`src/rtl/rv32e_pkg.sv`:
```
// rtl/rv32e_pkg.sv - shared RV32E types: register index, load sizes, writeback states
package rv32e_pkg;

  localparam int REG_W = 4;
  typedef logic [REG_W-1:0] reg_idx_t;

  localparam logic [1:0] SZ_BYTE = 2'b00;
  localparam logic [1:0] SZ_HALF = 2'b01;
  localparam logic [1:0] SZ_WORD = 2'b10;

  typedef enum logic [0:0] {
    ST_IDLE     = 1'b0,
    ST_WAIT_MEM = 1'b1
  } wb_state_e;

  // Byte loads never fault; the reserved size encoding behaves as a word.
  function automatic logic load_misaligned(input logic [1:0] size, input logic [1:0] addr_lo);
    logic bad;
    case (size)
      SZ_BYTE: bad = 1'b0;
      SZ_HALF: bad = addr_lo[0];
      default: bad = (addr_lo != 2'b00);
    endcase
    return bad;
  endfunction

endpackage

```
`src/rtl/load_align.sv`:
```
// rtl/load_align.sv - lane select and sign/zero extension of a little-endian load word
module load_align
  import rv32e_pkg::*;
(
  input  logic [31:0] rdata,
  input  logic [1:0]  size,
  input  logic        is_unsigned,
  input  logic [1:0]  addr_lo,
  output logic [31:0] data
);

  logic [31:0] shifted;
  logic [7:0]  byte_v;
  logic [15:0] half_v;

  always_comb begin
    shifted = rdata >> {addr_lo, 3'b000};
    byte_v  = shifted[7:0];
    half_v  = addr_lo[1] ? rdata[31:16] : rdata[15:0];
    case (size)
      SZ_BYTE: data = {{24{~is_unsigned & byte_v[7]}}, byte_v};
      SZ_HALF: data = {{16{~is_unsigned & half_v[15]}}, half_v};
      default: data = rdata;
    endcase
  end

endmodule

```
`src/rtl/rv32e_writeback.sv`:
```
// rtl/rv32e_writeback.sv - writeback stage: ALU results, aligned loads, load timeout and faults
module rv32e_writeback
  import rv32e_pkg::*;
#(
  parameter int LOAD_TIMEOUT = 16
) (
  input  logic        clock,
  input  logic        reset,
  input  logic        ex_valid,
  output logic        ex_ready,
  input  reg_idx_t    ex_rd,
  input  logic        ex_wreg,
  input  logic        ex_load,
  input  logic [1:0]  ex_size,
  input  logic        ex_unsigned,
  input  logic [1:0]  ex_addr_lo,
  input  logic [31:0] ex_result,
  input  logic        mem_rvalid,
  input  logic [31:0] mem_rdata,
  output reg_idx_t    write_reg,
  output logic        wreg,
  output logic [31:0] write_data,
  output logic        load_pending,
  output reg_idx_t    load_rd,
  output logic        misalign_fault,
  output logic        timeout_fault
);

  localparam int CNT_W = $clog2(LOAD_TIMEOUT) + 1;
  localparam logic [CNT_W-1:0] CNT_LAST = CNT_W'(LOAD_TIMEOUT - 1);

  wb_state_e        state;
  logic [CNT_W-1:0] cnt;
  reg_idx_t         l_rd;
  logic [1:0]       l_size;
  logic             l_unsigned;
  logic [1:0]       l_addr_lo;
  logic             l_wreg;
  logic [31:0]      aligned;

  assign ex_ready     = (state == ST_IDLE);
  assign load_pending = (state == ST_WAIT_MEM);
  assign load_rd      = load_pending ? l_rd : '0;

  load_align u_load_align (
    .rdata       (mem_rdata),
    .size        (l_size),
    .is_unsigned (l_unsigned),
    .addr_lo     (l_addr_lo),
    .data        (aligned)
  );

  always_ff @(posedge clock or negedge reset) begin
    if (!reset) begin
      state          <= ST_IDLE;
      cnt            <= '0;
      l_rd           <= '0;
      l_size         <= SZ_BYTE;
      l_unsigned     <= 1'b0;
      l_addr_lo      <= 2'b00;
      l_wreg         <= 1'b0;
      wreg           <= 1'b0;
      write_reg      <= '0;
      write_data     <= '0;
      misalign_fault <= 1'b0;
      timeout_fault  <= 1'b0;
    end else begin
      wreg           <= 1'b0;
      misalign_fault <= 1'b0;
      timeout_fault  <= 1'b0;
      case (state)
        ST_IDLE: begin
          if (ex_valid) begin
            if (!ex_load) begin
              if (ex_wreg && ex_rd != '0) begin
                wreg       <= 1'b1;
                write_reg  <= ex_rd;
                write_data <= ex_result;
              end
            end else if (load_misaligned(ex_size, ex_addr_lo)) begin
              misalign_fault <= 1'b1;
            end else begin
              l_rd       <= ex_rd;
              l_size     <= ex_size;
              l_unsigned <= ex_unsigned;
              l_addr_lo  <= ex_addr_lo;
              l_wreg     <= ex_wreg;
              cnt        <= '0;
              state      <= ST_WAIT_MEM;
            end
          end
        end
        ST_WAIT_MEM: begin
          // Data arriving in the final cycle still beats the timeout.
          if (mem_rvalid) begin
            if (l_wreg && l_rd != '0) begin
              wreg       <= 1'b1;
              write_reg  <= l_rd;
              write_data <= aligned;
            end
            state <= ST_IDLE;
          end else if (cnt == CNT_LAST) begin
            timeout_fault <= 1'b1;
            state         <= ST_IDLE;
          end else begin
            cnt <= cnt + 1'b1;
          end
        end
        default: state <= ST_IDLE;
      endcase
    end
  end

endmodule

```
`config.mk`:
```
export PLATFORM = sky130hd
export DESIGN_NAME = rv32e_writeback
export DESIGN_NICKNAME = d
export VERILOG_FILES = /design/src/rtl/rv32e_pkg.sv /design/src/rtl/load_align.sv /design/src/rtl/rv32e_writeback.sv
export SDC_FILE = /design/constraint.sdc
export NUM_CORES = 1
export LEC_CHECK = 0
export CAP_MARGIN = 10
export CORE_ASPECT_RATIO = 1.4
export CORE_MARGIN = 10
export CORE_UTILIZATION = 40
export DETAILED_ROUTE_END_ITERATION = 6
export GPL_ROUTABILITY_DRIVEN = 0
export GPL_TIMING_DRIVEN = 1
export PLACE_DENSITY = 0.81
export SLEW_MARGIN = 5
export SYNTH_ARGS = -nofsm -noshare
export SYNTH_HDL_FRONTEND = slang
export SYNTH_SLANG_ARGS = --single-unit
```
`constraint.sdc`:
```
create_clock -name clock -period 3.5 [get_ports clock]
set_input_delay 1.05 -clock clock [delete_from_list [all_inputs] [get_ports clock]]
set_output_delay 1.05 -clock clock [all_outputs]
set_load 0.01 [all_outputs]
```
==> results.py, run 1 <==
metrics = {
    "run_status": {
        "status": "finished clean",
    },
    "global_route": {
        "grt_pass1_vias": 3082,
        "antenna_found_initial": 0,
        "use_met2_pct": 30.6,
        "grt_util_all_layers_pct": 16.7,
        "grt_util_met1_pct": 18.5,
        "grt_use_met3_pct": 5.22,
        "grt_pass1_wl_mm": 15.7,
        "gr-max-usage-layer": "met2",
        "grt_start_max_net_pins": 62,
        "grt_overflow": 0,
    },
    "clocking": {
        "root_buffer": "clkbuf_8",
        "clock_latency_ps": 310,
        "hold_buffers": 0,
        "clockBufferDepth": 2,
        "post_cts_buffers": 0,
        "cts_resized": 0,
        "cts-htree-levels": 2,
        "clock-sinks": 55,
        "numCtsBuffers": 5,
        "cts_tree": "built",
        "clkTransAtPathRegs_ps": 90,
    },
    "pwr": {
        "power.leakage_uw": 0.00173,
        "powerDensity_nw_per_um2": 548,
        "ir_drop_mv": 0.307,
    },
    "yosys": {
        "synth_top_flop_cell": "dfrtp_1",
        "avgSynthCellArea_sq_um": 9.39,
        "synthArstFlopShare_pct": 100,
        "syn_inst": 326,
        "synth_area_sq_um": 3060,
        "synth_seq_cells": 55,
        "syn_nets": 407,
        "yosys_warnings": 0,
        "synth_cell_types": 45,
        "synth-seq-area-share_pct": 45.0,
        "synth_edf_count": 0,
    },
    "routing": {
        "ant_nets": 0,
        "viasPerCell": 5.53,
        "dr_total_vias": 2939,
        "drc": 0,
        "drt-initial-drc-count": 155,
        "avgRoutedWirePerCell_um": 18.5,
        "routed_wl_mm": 9.81,
        "drtPass1Iterations": 4,
    },
    "cells_and_area": {
        "reg_top3": "write_data: 32 flops, cnt: 5 flops",
        "area_growth_pct": 44.4,
        "nFillCells": 662,
        "fin_nets": 515,
        "finalNonFillerCells": 531,
        "diodes": 0,
        "largest_reg_flops": 32,
        "utilization_pct": 59.6,
        "regMostFlops": "write_data",
        "drive_gt1_share_pct": 7.60,
    },
    "worst_setup_path": {
        "critical_path_arrival_ps": 1660,
        "critPathLaunchType": "register",
        "slowest_delay_ps": 540,
        "crit_buf_inv": 3,
        "critPathTopFamily": "buffers and inverters",
        "critical_path_class": "reg2out",
        "cp_slowest_cell": "clkdlybuf4s50_1",
        "crit_required_ps": 2450,
        "cp_cell_sequence": "buf_4 > inv_1 > clkdlybuf4s50_1",
        "worst_setup_path_end_kind": "primary output",
        "path_max_fanout": 16,
    },
    "floorplanning": {
        "start_util_pct": 41.3,
        "die-width_um": 93.9,
        "dieArea_sq_um": 11600,
        "coreArea_sq_um": 7410,
        "num_io_pins": 124,
        "dieHeight_um": 123,
        "core.rowCount": 37,
    },
    "sta": {
        "relSlewSlack_pct": 33.1,
        "final.setup.worst_slack_ps": 789,
        "finClkSkew_ps": 7.46,
        "post-route-period-util_pct": 77.4,
        "min_period_ps": 2710,
        "hold_viol_final": 0,
        "tns_ps": 0,
        "fmax_mhz": 369,
        "grt_setup_unrepaired": "no",
        "setup_violations": 0,
        "finalMaxSlewViolations": 0,
        "worst_slew_pin_slew_ps": 1000,
    },
    "place": {
        "hpwl_mm": 7.72,
        "io_buffers": 123,
        "post-place-ws_ps": 655,
        "dp.cells": 524,
    },
    "min_path": {
        "hold_path_class": "reg2reg",
    },
    "run": {
        "maxCapViolations": 0,
    },
}
==> stage by stage <==
stage	power, uW	instance area, sq um	hold WS, ps
6_report	2420	4420	526
4_1_cts	2440	4420	528
2_1_floorplan	1520	3060	469
3_5_place_dp	2090	4330	506
3_3_place_gp	2050	4330	483
5_1_grt	2590	4420	565
==> layer usage <==
layer	vias to the layer above	part of all wire [%]
li1	1404	-
met1	1427	38
met2	99	52
met3	9	8.7
met4	0	0.85
met5	-	0
==> path summary, 6_finish.rpt <==
kind	from	end	slack [ps]	cells past startpoint
hold / removal	cnt[4]	cnt[4]	530	2
setup reg to reg	load_pending	write_data[17]	1300	6
max in group asynchronous	reset	write_data[28]	1960	2
setup / recovery	load_pending	ex_ready	790	3
min in group asynchronous	reset	write_reg[1]	750	1
hold reg to reg	cnt[4]	cnt[4]	530	2
==> worst register-to-register path, delay by kind of cell, from the launching register on <==
kind / cells / cell delay [ps]
compound gates: 2 / 400
buf+inv: 3 / 640
flops: 1 / 500
simple gates: 1 / 600
==> Yosys cell counts, drive strengths merged (8+ instances only) <==
| cell | number | area [sq um] |
|---|---|---|
| dfrtp | 55 | 1380 |
| nor2 | 44 | 168 |
| a21oi | 11 | 58.8 |
| nand2b | 8 | 50.1 |
| nor3 | 8 | 40.0 |
| buf | 9 | 67.6 |
| mux2 | 10 | 128 |
| nand2 | 23 | 86.3 |
| o221ai | 8 | 87.6 |
| nor3b | 10 | 75.1 |
| a22oi | 16 | 120 |
| a31oi | 31 | 194 |
| o21ai | 12 | 60.1 |
| clkbuf | 18 | 67.6 |
==> cells by family (layout without fill, tap and decap cells) <==
group	Yosys count	count (layout)	synth area share, %
mux	14	14	6.30
xor+xnor	2	2	0.572
fa+ha+maj	2	2	0.818
compound gates	96	96	21.6
flops	55	55	45.0
buf+inv	33	141	5.15
simple gates	124	124	20.6
==> report_power, final <==
group,internal [uW],switching [uW]
Clock,156,200
Sequential,831,156
Combinational,599,479
==> placed cells by master, fill, tap and decap left out, drive strengths merged <==
cell type,instances
clkdlybuf4s50,122
o22ai,3
or3b,1
o211ai,7
nand2,23
a22oi,16
a21o,7
clkbuf,6
mux2,10
a31oi,31
or3,1
nor2,44
nor3b,10
and2,6
xnor2,2
nand4,2
nor3,8
clkinv,2
inv,5
o221ai,8
ha,2
nand3b,3
dfrtp,55
mux2i,2
nor4,2
nand3,5
or2,1
a21oi,11
and3,1
o21ai,12
nand4bb,1
nand2b,8
buf,6
nor2b,7
nand4b,1
mux4,2
a221o,1
==> final cells by class <==
type                       count  area, sq um  share of cell area (%)
clock buffer                   6         82.6                    1.87
tap                           97          121                    2.75
sequential                    55         1380                    31.2
timing repair buffer         128         1280                    28.9
multi-input combinational    238         1530                    34.7
inverter                       6         22.5                   0.510
clock inverter                 1         5.00                   0.113
(Power assumes the default switching activity.)
==> run 2: changes to the inputs <==
==> constraint.sdc (replaced) <==
create_clock -name clock -period 2.7 [get_ports clock]
set_input_delay 0.81 -clock clock [delete_from_list [all_inputs] [get_ports clock]]
set_output_delay 0.81 -clock clock [all_outputs]
set_load 0.01 [all_outputs]
==> run 2 against run 1 <==
Critical path depth fell by 1. Critical endpoint is now load_rd[0]. Flip-flop and latch count did not move. Clock skew rose by 3.0 ps. Final cell count rose by 0.94%. Via count rose by 0.37%. Register-to-register slack got worse by 700 ps. Largest cell class unchanged. Routed wire length rose by 3.1%. Die area did not move.
==> results.py, run 2 (synthesis results as in run 1) <==
metrics = {
    "place": {
        "hpwl_mm": 7.93,
        "post-place-ws_ps": 68.2,
        "io_buffers": 123,
        "place_area_sq_um": 4350,
    },
    "run": {
        "maxCapViolations": 0,
    },
    "floorplanning": {
        "dieArea_sq_um": 11600,
        "coreArea_sq_um": 7410,
        "num_io_pins": 124,
        "dieHeight_um": 123,
        "start_util_pct": 41.3,
        "die-width_um": 93.9,
        "core.rowCount": 37,
    },
    "global_route": {
        "grt_pass1_vias": 3048,
        "grt_overflow": 0,
        "grt_pass1_wl_mm": 15.8,
        "grt_start_max_net_pins": 39,
        "antenna_found_initial": 0,
        "grt_util_all_layers_pct": 16.8,
    },
    "clocking": {
        "hold_buffers": 0,
        "cts_resized": 0,
        "numCtsBuffers": 5,
        "root_buffer": "clkbuf_8",
        "post_cts_buffers": 0,
        "clock_latency_ps": 310,
        "cts-htree-levels": 2,
        "clkTransAtPathRegs_ps": 100,
        "cts_tree": "built",
        "clock-sinks": 55,
        "clockBufferDepth": 2,
    },
    "worst_setup_path": {
        "slowest_delay_ps": 560,
        "critical_path_class": "reg2out",
        "cp_cell_sequence": "and2_1 > clkdlybuf4s50_1",
        "cp_slowest_cell": "clkdlybuf4s50_1",
        "reg2regPathDepth": 4,
        "path_max_fanout": 10,
        "worst_setup_path_end_kind": "primary output",
        "critical_path_arrival_ps": 1630,
        "critPathLaunchType": "register",
        "crit_required_ps": 1890,
    },
    "routing": {
        "drtPass1Iterations": 4,
        "avgRoutedWirePerCell_um": 18.9,
        "wl_met1_mm": 3.94,
        "drc": 0,
        "wl_met3_um": 866,
        "viasPerCell": 5.50,
        "drt-initial-drc-count": 173,
        "top_layer": "met4",
        "dr_total_vias": 2950,
        "ant_nets": 0,
        "routed_wl_mm": 10.1,
        "dr_wl_met2_mm": 5.20,
    },
    "sta": {
        "final.setup.worst_slack_ps": 257,
        "fmax_mhz": 409,
        "tns_ps": 0,
        "hold_viol_final": 0,
        "setup_violations": 0,
        "min_period_ps": 2440,
        "finClkSkew_ps": 10.4,
        "finalMaxSlewViolations": 0,
        "worst_slew_pin_slew_ps": 694,
        "grt_setup_unrepaired": "no",
        "post-route-period-util_pct": 90.5,
        "whs_ps": 504,
        "relSlewSlack_pct": 53.7,
    },
    "cells_and_area": {
        "area_growth_pct": 46.5,
        "nFillCells": 667,
        "utilization_pct": 60.5,
        "largest_reg_flops": 32,
        "final_cell_mix": "122 x clkdlybuf4s50_1, 55 x dfrtp_1, 43 x nor2_1",
        "regMostFlops": "write_data",
        "reg_top3": "write_data: 32 flops, cnt: 5 flops",
        "fin_nets": 519,
        "diodes": 0,
        "drive_gt1_share_pct": 8.66,
        "fin_area_sq_um": 4480,
        "final_common_cell": "clkdlybuf4s50_1",
    },
    "run_status": {
        "status": "finished clean",
    },
    "min_path": {
        "hold_path_class": "in2async",
    },
    "pwr": {
        "powerDensity_nw_per_um2": 744,
        "power.leakage_uw": 0.00176,
        "ir_drop_mv": 0.361,
    },
}
-- run 2: changes by cell type in the layout (fill, tap and decap cells not counted) --
cell        delta
clkbuf_8       -1
clkinv_2       -1
buf_4          +5
buf_12         -1
bufinv_16      +2
clkinvlp_4     +1
-- run 2: per-stage QoR --
| stage | std cells | total power, uW |
|---|---|---|
| 2_1_floorplan | 326 | 1970 |
| 3_3_place_gp | 528 | 2670 |
| 3_5_place_dp | 528 | 2720 |
| 4_1_cts | 536 | 3360 |
| 5_1_grt | 536 | 3530 |
| 6_report | 536 | 3340 |
-- run 2: worst max-delay path, delay by kind of cell, from the launching register on --
| family | cells | cell delay (ps) |
|---|---|---|
| flip-flops | 1 | 550 |
| buffers and inverters | 1 | 560 |
| AND/OR/NAND/NOR | 1 | 210 |
-- run 2: final timing paths --
check | startpoint | to | slack, ps
worst max-delay path | load_pending | load_rd[0] | 260
worst min-delay path | reset | l_rd[0] | 500
worst max register to register | l_size[0] | write_data[7] | 600
worst min register to register | cnt[4] | cnt[4] | 520
max in group asynchronous | reset | write_data[12] | 1510
min in group clock | cnt[4] | cnt[4] | 520
-- run 2: report_power, final --
group | internal (uW) | switching, uW | total [uW]
Sequential | 1080 | 194 | 1270
Combinational | 778 | 642 | 1420
Clock | 370 | 274 | 644
Total | 2230 | 1110 | 3340
-- run 2: routing by layer --
| layer | GRT usage, % | vias to the layer above |
|---|---|---|
| li1 | - | 1418 |
| met3 | 5.22 | 10 |
| met1 | 18.9 | 1410 |
| met4 | 2.95 | 0 |
| met5 | 0 | - |
| met2 | 30.7 | 112 |
-- run 2: layout make-up --
cell class | count | area, sq um | area share [%]
clock inverters | 3 | 67.6 | 1.51
well taps | 97 | 121 | 2.71
clock buffers | 5 | 68.8 | 1.53
flip-flops and latches | 55 | 1380 | 30.7
repair buffers | 132 | 1290 | 28.9
inverters | 6 | 22.5 | 0.502
multi-input cells | 238 | 1530 | 34.2
